===== config.mk =====
export PLATFORM = sky130hd
export DESIGN_NAME = fifo_rd_stream_flat
export DESIGN_NICKNAME = d
export VERILOG_FILES = /design/src/rtl/fifo_rd_stream_if.sv /design/src/rtl/fifo_rd_stream.sv /design/src/flat_wrapper.sv
export SDC_FILE = /design/constraint.sdc
export NUM_CORES = 1
export LEC_CHECK = 0
export BUFFER_PORTS_ARGS = -buffer_cell sky130_fd_sc_hd__buf_2
export CAP_MARGIN = 20
export CORE_MARGIN = 8
export CORE_UTILIZATION = 50
export DETAILED_ROUTE_END_ITERATION = 10
export GPL_TIMING_DRIVEN = 1
export PLACE_DENSITY = 0.74
export SLEW_MARGIN = 20
export SYNTH_ARGS = -nofsm -noshare
export SYNTH_HDL_FRONTEND = slang
export SYNTH_SLANG_ARGS = --single-unit

===== constraint.sdc =====
create_clock -name i_clk -period 3.45 [get_ports i_clk]
set_input_delay 0.1725 -clock i_clk [delete_from_list [all_inputs] [get_ports i_clk]]
set_output_delay 0.1725 -clock i_clk [all_outputs]
set_load 0.01 [all_outputs]

===== src/rtl/fifo_rd_stream_if.sv =====
// Valid/ready stream bundle leaving the FIFO read drain.
// master drives valid/data/last, slave drives ready.
interface fifo_rd_stream_if #(
  parameter int Width = 8
);
  logic             o_valid;
  logic [Width-1:0] o_data;
  logic             o_last;
  logic             i_ready;

  modport master (
    output o_valid,
    output o_data,
    output o_last,
    input  i_ready
  );

  modport slave (
    input  o_valid,
    input  o_data,
    input  o_last,
    output i_ready
  );
endinterface


===== src/rtl/fifo_rd_stream.sv =====
// Read-side drain: pops a show-ahead FIFO into a 2-entry skid
// buffer and emits a framed valid/ready stream.
module fifo_rd_stream #(
  parameter int Width       = 8,
  parameter int FrameLen    = 4,
  parameter int StartupHold = 2
) (
  input  logic             i_clk,
  input  logic             i_rst,
  input  logic             i_fifo_empty,
  input  logic [Width-1:0] i_fifo_data,
  output logic             o_fifo_rd_en,
  input  logic             i_flush,
  output logic [1:0]       o_count,
  fifo_rd_stream_if.master strm
);

  localparam int BW = (FrameLen > 1) ? $clog2(FrameLen) : 1;
  localparam int HW = $clog2(StartupHold + 1);
  localparam logic [BW-1:0] BEAT_LAST = BW'(FrameLen - 1);
  localparam logic [HW-1:0] HOLD_INIT = HW'(StartupHold);

  logic [HW-1:0]    hold_cnt;
  logic             hold_done;
  logic             pace;
  logic [BW-1:0]    beat;
  logic [1:0]       count;
  logic [Width-1:0] ent0;
  logic [Width-1:0] ent1;
  logic             push;
  logic             pop;

  // The empty flag lags a pop, so pace forbids back-to-back pops.
  assign hold_done = (hold_cnt == '0);
  assign push = hold_done & ~i_fifo_empty & ~pace
              & (count != 2'd2) & ~i_flush & ~i_rst;
  assign pop  = (count != 2'd0) & strm.i_ready & ~i_flush;

  assign o_fifo_rd_en = push;
  assign o_count      = count;
  assign strm.o_valid = (count != 2'd0);
  assign strm.o_data  = ent0;
  assign strm.o_last  = (count != 2'd0) & (beat == BEAT_LAST);

  // Startup hold: ignore the FIFO empty flag for a few cycles.
  always_ff @(posedge i_clk) begin
    if (i_rst) begin
      hold_cnt <= HOLD_INIT;
    end else if (!hold_done) begin
      hold_cnt <= hold_cnt - HW'(1);
    end
  end

  // Pace flag remembers a pop in the previous cycle.
  always_ff @(posedge i_clk) begin
    if (i_rst || i_flush) begin
      pace <= 1'b0;
    end else begin
      pace <= push;
    end
  end

  // Beat counter advances on each accepted transfer.
  always_ff @(posedge i_clk) begin
    if (i_rst || i_flush) begin
      beat <= '0;
    end else if (pop) begin
      beat <= (beat == BEAT_LAST) ? '0 : beat + BW'(1);
    end
  end

  // Skid buffer: ent0 is the head, ent1 the second slot.
  always_ff @(posedge i_clk) begin
    if (i_rst) begin
      count <= 2'd0;
      ent0  <= '0;
      ent1  <= '0;
    end else if (i_flush) begin
      count <= 2'd0;
    end else begin
      unique case ({push, pop})
        2'b10: begin
          if (count == 2'd0) begin
            ent0 <= i_fifo_data;
          end else begin
            ent1 <= i_fifo_data;
          end
          count <= count + 2'd1;
        end
        2'b01: begin
          ent0  <= ent1;
          count <= count - 2'd1;
        end
        2'b11: begin
          ent0 <= i_fifo_data;
        end
        default: begin
        end
      endcase
    end
  end

endmodule

===== src/flat_wrapper.sv =====
// flat-port wrapper written by rule: the top's interface ports become plain ports
module fifo_rd_stream_flat 
#(
  parameter int Width       = 8,
  parameter int FrameLen    = 4,
  parameter int StartupHold = 2
)
  (i_clk, i_rst, i_fifo_empty, i_fifo_data, o_fifo_rd_en, i_flush, o_count, strm_o_valid, strm_o_data, strm_o_last, strm_i_ready);
  fifo_rd_stream_if #(.Width(Width)) strm_i ();
  input  logic i_clk;
  input  logic i_rst;
  input  logic i_fifo_empty;
  input  logic [Width-1:0] i_fifo_data;
  output logic o_fifo_rd_en;
  input  logic i_flush;
  output logic [1:0] o_count;
  output wire logic [$bits(strm_i.o_valid)-1:0] strm_o_valid;
  output wire logic [$bits(strm_i.o_data)-1:0] strm_o_data;
  output wire logic [$bits(strm_i.o_last)-1:0] strm_o_last;
  input wire logic [$bits(strm_i.i_ready)-1:0] strm_i_ready;
  assign strm_o_valid = strm_i.o_valid;
  assign strm_o_data = strm_i.o_data;
  assign strm_o_last = strm_i.o_last;
  assign strm_i.i_ready = strm_i_ready;
  fifo_rd_stream #(.Width(Width), .FrameLen(FrameLen), .StartupHold(StartupHold)) u_core (.i_clk(i_clk), .i_rst(i_rst), .i_fifo_empty(i_fifo_empty), .i_fifo_data(i_fifo_data), .o_fifo_rd_en(o_fifo_rd_en), .i_flush(i_flush), .o_count(o_count), .strm(strm_i));
endmodule

==> results.sh, run 1 <==
export IMPL_crit_path_end_kind="flip-flop"
export IMPL_clock_latency_ns=0.31
export IMPL_antenna_cells=0
export IMPL_critPathRequiredTime_ns=3.72
export IMPL_critical_path_class="reg -> reg"
export IMPL_power_density_nw_per_um2=372
export IMPL_max_stage_delay_ns=0.56
export IMPL_fin_hold_ws_ns=0.118
export IMPL_grt_pass1_wl_mm=3.82
export IMPL_overflow=0
export IMPL_max_slew_worst_pin_slew_ns=0.540
export IMPL_cts_resized=0
export IMPL_grt_pass1_vias=892
export IMPL_port_buffer_count=25
export IMPL_drv_cap=0
export IMPL_place_congestion=0.758
export IMPL_min_to="u_core.ent1[0]"
export IMPL_seq_area_frac_synth=0.375
export IMPL_reg2reg_from="u_core.o_count[0]"
export IMPL_rows=18
export IMPL_htree_num_levels=1
export IMPL_reg2reg_depth=7
export IMPL_slew_headroom=0.640
export IMPL_holdPathStages=3
export IMPL_hpwl_mm=1.67
export IMPL_ys_seq_elements=23
export IMPL_min_delay_start="i_fifo_data[0]"
export IMPL_final_max_slew_viol_count=0
export IMPL_synth_top_cell_area_share=0.375
export IMPL_reg2reg_setup_slack_ns=1.15
export IMPL_cts_sinks=23
export IMPL_cp_slowest_cell="dfxtp_1"
export IMPL_cts_buffer_depth=2
export IMPL_synth_largest_area_cell="dfxtp_1"
export IMPL_final_hold_viol_count=0
export IMPL_power_uw=505
export IMPL_cts_buffers=3
export IMPL_synth_fp_nets=132
export IMPL_synth_cell_type_count=29
export IMPL_ys_warnings_count=0
export IMPL_fin_crit_sh=0.668
export IMPL_nets=155
export IMPL_antenna_left=0
export IMPL_cp_start_kind="flip-flop"
export IMPL_ios=26
export IMPL_wire_per_inst_um=14.0
export IMPL_crit_fanout=9
export IMPL_syn_inst=114
export IMPL_cts_tree="built"
export IMPL_peakVddDrop_v=0.000277
export IMPL_nFillCells=225
export IMPL_die_h_um=65.6
export IMPL_min_period_ns=2.30
export IMPL_wl_mm=2.32
export IMPL_die_area_um2=4300
export IMPL_antenna_found_initial=0
export IMPL_core_area_um2=2410
export IMPL_grt_usage=0.111
export IMPL_finalSetupViolCount=0
export IMPL_area_growth_pct=10.3
export IMPL_rsz0062_at_grt="false"
export IMPL_synth_area_leaders="dfxtp_1, mux2i_1, a211oi_2, nand2b_1, ha_1"
export IMPL_fmax_ghz=0.434
export IMPL_post_cts_buffers=0
export IMPL_drt_vias_per_instance=5.27
export IMPL_root_buffer="clkbuf_4"
export IMPL_drcViolationCount=0
export IMPL_clock_skew_ns=0.0164
export IMPL_start_util=0.510
export IMPL_setup_tns_ns=0
export IMPL_grt_max_degree=33
export IMPL_drive_above_1_share=0.346
export IMPL_hold_path_class="in -> reg"
export IMPL_cp_data_arrival_time_ns=2.58
export IMPL_drtIter0Drc=18
export IMPL_via_count=874
export IMPL_syn_area_per_cell_um2=10.8
export IMPL_netlist_area_um2=1230
export IMPL_die_x_um=65.6
export IMPL_path_cells="o21ai_2 > or2_2 > inv_1 > ha_1 > xor2_1 > a2111oi_2 > a31o_1"
export IMPL_ctsHoldBuffers=0
export IMPL_status="finished, final reports clean"
export IMPL_power_leakage_uw=0.000558
export IMPL_rr_endpoint="u_core.o_count[1]"
export IMPL_clk_pin_slew_ns=0.14
export IMPL_drtPass1Iterations=4
==> worst max-delay path by stage <==
stage	startpoint	to	slack, ns	cells past startpoint
after CTS	u_core.o_count[0]	u_core.o_count[1]	1.12	7
final	u_core.o_count[0]	u_core.o_count[1]	1.15	7
after floorplan	i_flush	u_core.o_count[1]	1.42	9
after detailed placement	i_rst	u_core.o_count[1]	1.16	8
after global routing	u_core.o_count[0]	u_core.o_count[1]	0.93	7
after global placement	i_rst	u_core.o_count[1]	1.20	8
==> logic make-up after synthesis <==
| kind of cell | share of synthesized area |
|---|---|
| buf+inv | 0.0672 |
| flops | 0.375 |
| compound gates | 0.180 |
| xor+xnor | 0.0214 |
| fa+ha+maj | 0.0509 |
| mux | 0.147 |
| simple gates | 0.159 |
==> cell usage in the layout, fill, tap and decap left out, types with 2 or more instances in the layout <==
cell and n:
o211a_1 2, a21oi_1 8, nor3_1 3, nand2b_1 16
inv_1 5, ha_1 5, xor2_1 2, dfxtp_1 23
or2_2 3, mux2i_1 18, clkbuf_4 3, buf_2 25
a211oi_2 9
==> registers in the layout, indices dropped and copies added, names as in the netlist <==
signal,count
u_core.beat,2
u_core.strm.o_data,8
u_core.pace,1
u_core.ent1,8
u_core.hold_cnt,2
u_core.o_count,2
==> per-layer routing <==
metal  track usage  vias to the layer above  part of all wire
met5             0                        -                 0
met4        0.0627                        0            0.0065
met3        0.0306                        2             0.052
met2         0.182                       21              0.48
met1         0.126                      410              0.46
li1              -                      441                 -
==> cell type report <==
cell class | count | area [um2] | share of cell area
Multi-Input combinational cell | 79 | 686 | 0.506
Tap cell | 30 | 37.5 | 0.0277
Clock inverter | 1 | 5.00 | 0.00369
Clock buffer | 3 | 22.5 | 0.0166
Inverter | 5 | 18.8 | 0.0139
Sequential cell | 23 | 460 | 0.340
Timing Repair Buffer | 25 | 125 | 0.0923
==> worst max-delay path: cells and delay by family, from the launching register on <==
family,cells,cell delay [ns]
compound gates,3,0.63
flops,1,0.56
fa+ha+maj,1,0.49
simple gates,1,0.32
xor+xnor,1,0.18
buf+inv,1,0.08
==> metrics by stage <==
step,cells,instance area [um2],util,setup slack (ns)
after floorplan,114,1230,-,1.42
after global placement,162,1330,0.551,1.20
after detailed placement,162,1330,0.551,1.16
after CTS,166,1360,0.562,1.12
after global routing,166,1360,0.562,0.930
final,166,1360,0.562,1.15
==> Yosys cell counts, drive strengths merged <==
| cell | count |
|---|---|
| dfxtp | 23 |
| mux2i | 18 |
| nand2b | 16 |
| a211oi | 9 |
| a21oi | 8 |
| buf | 6 |
| ha | 5 |
| inv | 5 |
| nor2 | 3 |
| nor3 | 3 |
| or2 | 3 |
| and2 | 2 |
| o211a | 2 |
| o21ai | 2 |
| xor2 | 2 |
| a2111oi | 1 |
| a31o | 1 |
| clkbuf | 1 |
| nand2 | 1 |
| nor4 | 1 |
| or3 | 1 |
| xnor2 | 1 |
==> power breakdown <==
part	internal [uW]	switching, uW
Clock	43.3	80.2
Sequential	281	7.52
Combinational	43.5	49.7
(Power assumes the default switching activity.)
==> run 2, diff against run 1 <==
- ABC_AREA: unset -> 1
- CORE_UTILIZATION: 50 -> 47
- clock period: 3.45 -> 1.95 ns (I/O delays scaled with it)
==> results.sh, run 2 <==
export IMPL_synth_fp_nets=186
export IMPL_seqPwrFrac=0.588
export IMPL_cp_data_arrival_time_ns=1.98
export IMPL_drtIter0Drc=53
export IMPL_hold_path_class="in -> reg"
export IMPL_clkPwrFrac=0.258
export IMPL_antenna_found_initial=0
export IMPL_critPathTopFamily="simple AND/OR/NAND/NOR gates"
export IMPL_max_stage_delay_ns=0.34
export IMPL_drt_vias_per_instance=4.96
export IMPL_crit_path_end_kind="flip-flop"
export IMPL_cp_depth=11
export IMPL_p_comb_frac=0.154
export IMPL_synth_edff_count=0
export IMPL_critical_path_class="reg -> reg"
export IMPL_nFillCells=256
export IMPL_hpwl_mm=2.06
export IMPL_power_density_nw_per_um2=640
export IMPL_peakVddDrop_v=0.000499
export IMPL_final_max_slew_viol_count=0
export IMPL_cts_tree="built"
export IMPL_yosysMostFrequentCell="nand2_1"
export IMPL_ys_flop_type="dfxtp_1"
export IMPL_cts_buffers=3
export IMPL_cts_buffer_depth=2
export IMPL_layout_setup_ws_ns=0.177
export IMPL_min_delay_start="i_fifo_data[0]"
export IMPL_rsz0062_at_grt="false"
export IMPL_netlist_area_um2=1140
export IMPL_fin_hold_ws_ns=0.0550
export IMPL_rows=18
export IMPL_drv_cap=0
export IMPL_grt_pass1_wl_mm=4.51
export IMPL_root_buffer="clkbuf_4"
export IMPL_async_reset_ff_frac=0
export IMPL_critPathRequiredTime_ns=2.16
export IMPL_area_growth_pct=18.0
export IMPL_post_route_util=0.564
export IMPL_via_count=1125
export IMPL_die_x_um=65.3
export IMPL_antenna_cells=0
export IMPL_clk_pin_slew_ns=0.12
export IMPL_synth_top_cell_area_share=0.403
export IMPL_status="finished, final reports clean"
export IMPL_path_cells="inv_1 > ha_1 > inv_1 > nor2_1 > nand3_2 > inv_1 > ha_1 > buf_4 > nand3_4 > nand2_1 > a21oi_1"
export IMPL_grt_usage=0.131
export IMPL_rr_endpoint="u_core.ent1[6]"
export IMPL_wl_mm=2.72
export IMPL_holdPathStages=3
export IMPL_clock_skew_ns=0.00180
export IMPL_crit_path_frequent_cell="inv_1"
export IMPL_finalSetupViolCount=0
export IMPL_dp_slack_ns=0.143
export IMPL_crit_fanout=9
export IMPL_reg2reg_from="u_core.hold_cnt[0]"
export IMPL_wire_per_inst_um=12.0
export IMPL_synth_largest_area_cell="dfxtp_1"
export IMPL_cts_sinks=23
export IMPL_die_h_um=65.3
export IMPL_power_switching_uw=237
export IMPL_syn_area_per_cell_um2=6.80
export IMPL_place_congestion=0.823
export IMPL_fmax_ghz=0.564
export IMPL_synth_cell_type_count=20
export IMPL_die_area_um2=4260
export IMPL_port_buffer_count=25
export IMPL_drcViolationCount=0
export IMPL_core_area_um2=2390
export IMPL_reg2reg_setup_slack_ns=0.18
export IMPL_cp_slowest_cell="dfxtp_1"
export IMPL_slew_headroom=0.827
export IMPL_internal_power_uw=625
export IMPL_synth_area_leaders="dfxtp_1, nand2_1, nor2_1, inv_1, ha_1"
export IMPL_final_cell_mix="nand2_1, nor2_1, buf_2, dfxtp_1, inv_1"
export IMPL_min_to="u_core.ent1[0]"
export IMPL_setup_tns_ns=0
export IMPL_drive_above_1_share=0.213
export IMPL_swShare=0.275
export IMPL_cp_buffers_inverters=4
export IMPL_ys_seq_elements=23
export IMPL_fin_crit_sh=0.909
export IMPL_min_period_ns=1.77
export IMPL_grt_max_degree=17
export IMPL_drtPass1Iterations=5
export IMPL_ys_top_cells_by_count="nand2_1, nor2_1, dfxtp_1"
export IMPL_antenna_left=0
export IMPL_reg2reg_depth=11
export IMPL_htree_num_levels=1
export IMPL_worstSetupStartpoint="u_core.hold_cnt[0]"
export IMPL_cp_start_kind="flip-flop"
export IMPL_power_leakage_uw=0.000693
export IMPL_clock_latency_ns=0.31
export IMPL_max_slew_worst_pin_slew_ns=0.259
export IMPL_start_util=0.479
export IMPL_overflow=0
export IMPL_grt_pass1_vias=1096
export IMPL_syn_inst=168
export IMPL_final_hold_viol_count=0
export IMPL_ios=26
export IMPL_seq_area_frac_synth=0.403
export IMPL_final_common_cell="nand2_1"
export IMPL_nets=216
export IMPL_ys_warnings_count=0
[run 2: timing repair]
item	4_1_cts	5_1_grt
hold buffers	0	0
resized for setup	0	6
endpoints found under the setup margin	0	17
buffers inserted	0	0
[run 2: how the worst max path moves through the flow]
stage | slack, ns | end
floorplan | 0.15 | u_core.strm.o_data[0]
global placement | 0.16 | u_core.strm.o_data[1]
detailed placement | 0.14 | u_core.strm.o_data[7]
CTS | 0.10 | u_core.strm.o_data[7]
global route | 0.01 | u_core.ent1[1]
finish | 0.18 | u_core.ent1[6]
[run 2: area by class of cell]
type,count,area (um2),area share
clock buffer,4,26.3,0.0195
tap,30,37.5,0.0279
timing repair inverter,1,5.00,0.00371
timing repair buffer,28,148,0.110
multi-input combinational,118,579,0.430
inverter,23,90.1,0.0669
sequential,23,462,0.343
[run 2: power groups by stage]
stage / clock network, uW / logic, uW / registers (uW)
after CTS: 230 / 132 / 508
final: 222 / 133 / 507
after floorplan: 0 / 84.2 / 520
after global placement: 0 / 126 / 517
after global routing: 244 / 156 / 511
after detailed placement: 0 / 131 / 518
[run 2: cell families after synthesis]
family          synth area share
compound gates            0.0745
xor+xnor                 0.00767
fa+ha+maj                 0.0548
buf+inv                    0.103
flops                      0.403
simple gates               0.357
[run 2: metal layers]
| layer | wire length, um | share of wire | GRT usage | vias up |
|---|---|---|---|---|
| li1 | - | - | - | 578 |
| met5 | 0 | 0 | 0 | - |
| met1 | 1160 | 0.43 | 0.139 | 514 |
| met2 | 1360 | 0.50 | 0.246 | 30 |
| met4 | 34 | 0.012 | 0.0490 | 0 |
| met3 | 167 | 0.061 | 0.0272 | 3 |
[run 2: stage by stage]
stage / cell area, um2 / instances / power [uW]
floorplan: 1140 / 168 / 604
global placement: 1300 / 222 / 643
detailed placement: 1300 / 222 / 649
CTS: 1320 / 226 / 870
global route: 1350 / 227 / 912
finish: 1350 / 227 / 862
[run 2: worst register-to-register path, cell delays in order (launching register included)]
cell and delay (ns):
dfxtp_1 0.34, inv_1 0.06, ha_1 0.17, inv_1 0.07, nor2_1 0.12, nand3_2 0.14, inv_1 0.10, ha_1 0.18
buf_4 0.19, nand3_4 0.14, nand2_1 0.10, a21oi_1 0.06
==> run 3, diff against run 2 <==
--- a/config.mk
+++ b/config.mk
@@ -18,2 +18,3 @@
 export SYNTH_HDL_FRONTEND = slang
 export SYNTH_SLANG_ARGS = --single-unit
+export TNS_END_PERCENT = 5
==> constraint.sdc (replaced) <==
create_clock -name i_clk -period 1.95 [get_ports i_clk]
set_input_delay 0 -clock i_clk [delete_from_list [all_inputs] [get_ports i_clk]]
set_output_delay 0 -clock i_clk [all_outputs]
set_load 0.01 [all_outputs]
==> results.sh, run 3 (synthesized netlist as in run 2, its figures left out) <==
export IMPL_power_uw=878
export IMPL_grt_usage=0.136
export IMPL_grt_pass1_vias=1128
export IMPL_clock_latency_ns=0.31
export IMPL_fin_crit_sh=0.909
export IMPL_crit_fanout=9
export IMPL_setup_tns_ns=0
export IMPL_root_buffer="clkbuf_4"
export IMPL_reg2reg_setup_slack_ns=0.18
export IMPL_wl_mm=2.80
export IMPL_cts_tree="built"
export IMPL_drive_above_1_share=0.208
export IMPL_endpoint="u_core.ent1[6]"
export IMPL_crit_path_frequent_cell="inv_1"
export IMPL_drv_cap=0
export IMPL_hpwl_mm=2.06
export IMPL_grt_pass1_wl_mm=4.72
export IMPL_max_slew_worst_pin_slew_ns=0.247
export IMPL_cts_sinks=23
export IMPL_worstSetupStartpoint="u_core.hold_cnt[0]"
export IMPL_start_util=0.479
export IMPL_cp_data_arrival_time_ns=1.98
export IMPL_cts_buffer_depth=2
export IMPL_cp_slowest_cell="dfxtp_1"
export IMPL_rsz0062_at_grt="false"
export IMPL_drtPass1Iterations=4
export IMPL_slew_headroom=0.835
export IMPL_peakVddDrop_v=0.000500
export IMPL_cp_buffers_inverters=4
export IMPL_status="finished, final reports clean"
export IMPL_grt_max_degree=17
export IMPL_area_growth_pct=26.9
export IMPL_drcViolationCount=0
export IMPL_core_area_um2=2390
export IMPL_fin_cells=237
export IMPL_finalSetupViolCount=0
export IMPL_final_common_cell="nand2_1"
export IMPL_path_cells="inv_1 > ha_1 > inv_1 > nor2_1 > nand3_2 > inv_1 > ha_1 > buf_4 > nand3_4 > nand2_1 > a21oi_1"
export IMPL_power_leakage_uw=0.000735
export IMPL_cp_start_kind="flip-flop"
export IMPL_hold_path_class="in -> reg"
export IMPL_wire_per_inst_um=11.8
export IMPL_power_density_nw_per_um2=606
export IMPL_drt_vias_per_instance=4.86
export IMPL_fmax_ghz=0.564
export IMPL_final_hold_viol_count=0
export IMPL_reg2reg_depth=11
export IMPL_post_route_util=0.607
export IMPL_nets=226
export IMPL_reg2reg_from="u_core.hold_cnt[0]"
export IMPL_clk_pin_slew_ns=0.12
export IMPL_cts_buffers=3
export IMPL_final_cell_mix="nand2_1, nor2_1, buf_2, dfxtp_1, inv_1"
export IMPL_min_period_ns=1.77
export IMPL_post_cts_buffers=0
export IMPL_cp_depth=11
export IMPL_rr_endpoint="u_core.ent1[6]"
export IMPL_dp_cells=222
export IMPL_ios=26
export IMPL_antenna_found_initial=0
export IMPL_via_count=1151
export IMPL_htree_num_levels=1
export IMPL_die_x_um=65.3
export IMPL_clock_skew_ns=0.00206
export IMPL_max_stage_delay_ns=0.34
export IMPL_rows=18
export IMPL_die_h_um=65.3
export IMPL_critPathRequiredTime_ns=2.16
export IMPL_critPathTopFamily="simple AND/OR/NAND/NOR gates"
export IMPL_drtIter0Drc=46
export IMPL_place_congestion=0.823
export IMPL_critical_path_class="reg -> reg"
export IMPL_port_buffer_count=25
export IMPL_final_max_slew_viol_count=0
export IMPL_antenna_left=0
export IMPL_overflow=0
export IMPL_die_area_um2=4260
export IMPL_antenna_cells=0
export IMPL_crit_path_end_kind="flip-flop"
[run 3: tightest hold or removal path, delay by kind of cell]
kind,cells,cell delay [ns]
buf+inv,2,0.13
simple gates,2,0.15
[run 3: power breakdown]
part,total (uW),internal (uW),switching (uW)
combinational,149,63.9,84.9
clock,222,80.1,142
sequential,507,495,12.6
[run 3: worst min path at each step]
stage,slack (ns),startpoint,to,cells past startpoint
finish,0.0003,i_fifo_empty,u_core.pace,4
global route,0.03,i_fifo_empty,u_core.pace,4
CTS,0.07,i_fifo_empty,u_core.pace,4
detailed placement,0.30,i_fifo_data[0],u_core.ent1[0],3
global placement,0.29,i_fifo_data[6],u_core.ent1[6],3
floorplan,0.17,i_fifo_data[0],u_core.ent1[0],2
[run 3: cell type report]
type / instances / area, um2
Timing Repair inverter: 1 / 5.00
Fill cell: 241 / 937
Inverter: 23 / 90.1
Sequential cell: 23 / 462
Multi-Input combinational cell: 118 / 582
Timing Repair Buffer: 38 / 248
Clock buffer: 4 / 26.3
Tap cell: 30 / 37.5
[run 3: per-stage QoR]
| step | hold slack, ns | area, um2 | worst slack [ns] |
|---|---|---|---|
| global placement | 0.294 | 1300 | 0.163 |
| floorplan | 0.170 | 1140 | 0.153 |
| finish | 0.000290 | 1450 | 0.178 |
| CTS | 0.0704 | 1420 | 0.0836 |
| detailed placement | 0.300 | 1300 | 0.143 |
| global route | 0.0310 | 1450 | 0.00933 |
[run 3: layer usage]
| metal | wire (um) | share of wire | track usage |
|---|---|---|---|
| met3 | 140 | 0.050 | 0.0272 |
| met2 | 1410 | 0.50 | 0.256 |
| met1 | 1220 | 0.44 | 0.147 |
| met5 | 0 | 0 | 0 |
| met4 | 34 | 0.012 | 0.0490 |
[run 3: timing repair]
action / CTS / global route
setup endpoints to repair: 0 / 17
hold buffers: 10 / 0
endpoints found under the hold margin: 9 / 0
gates resized for setup: 0 / 7
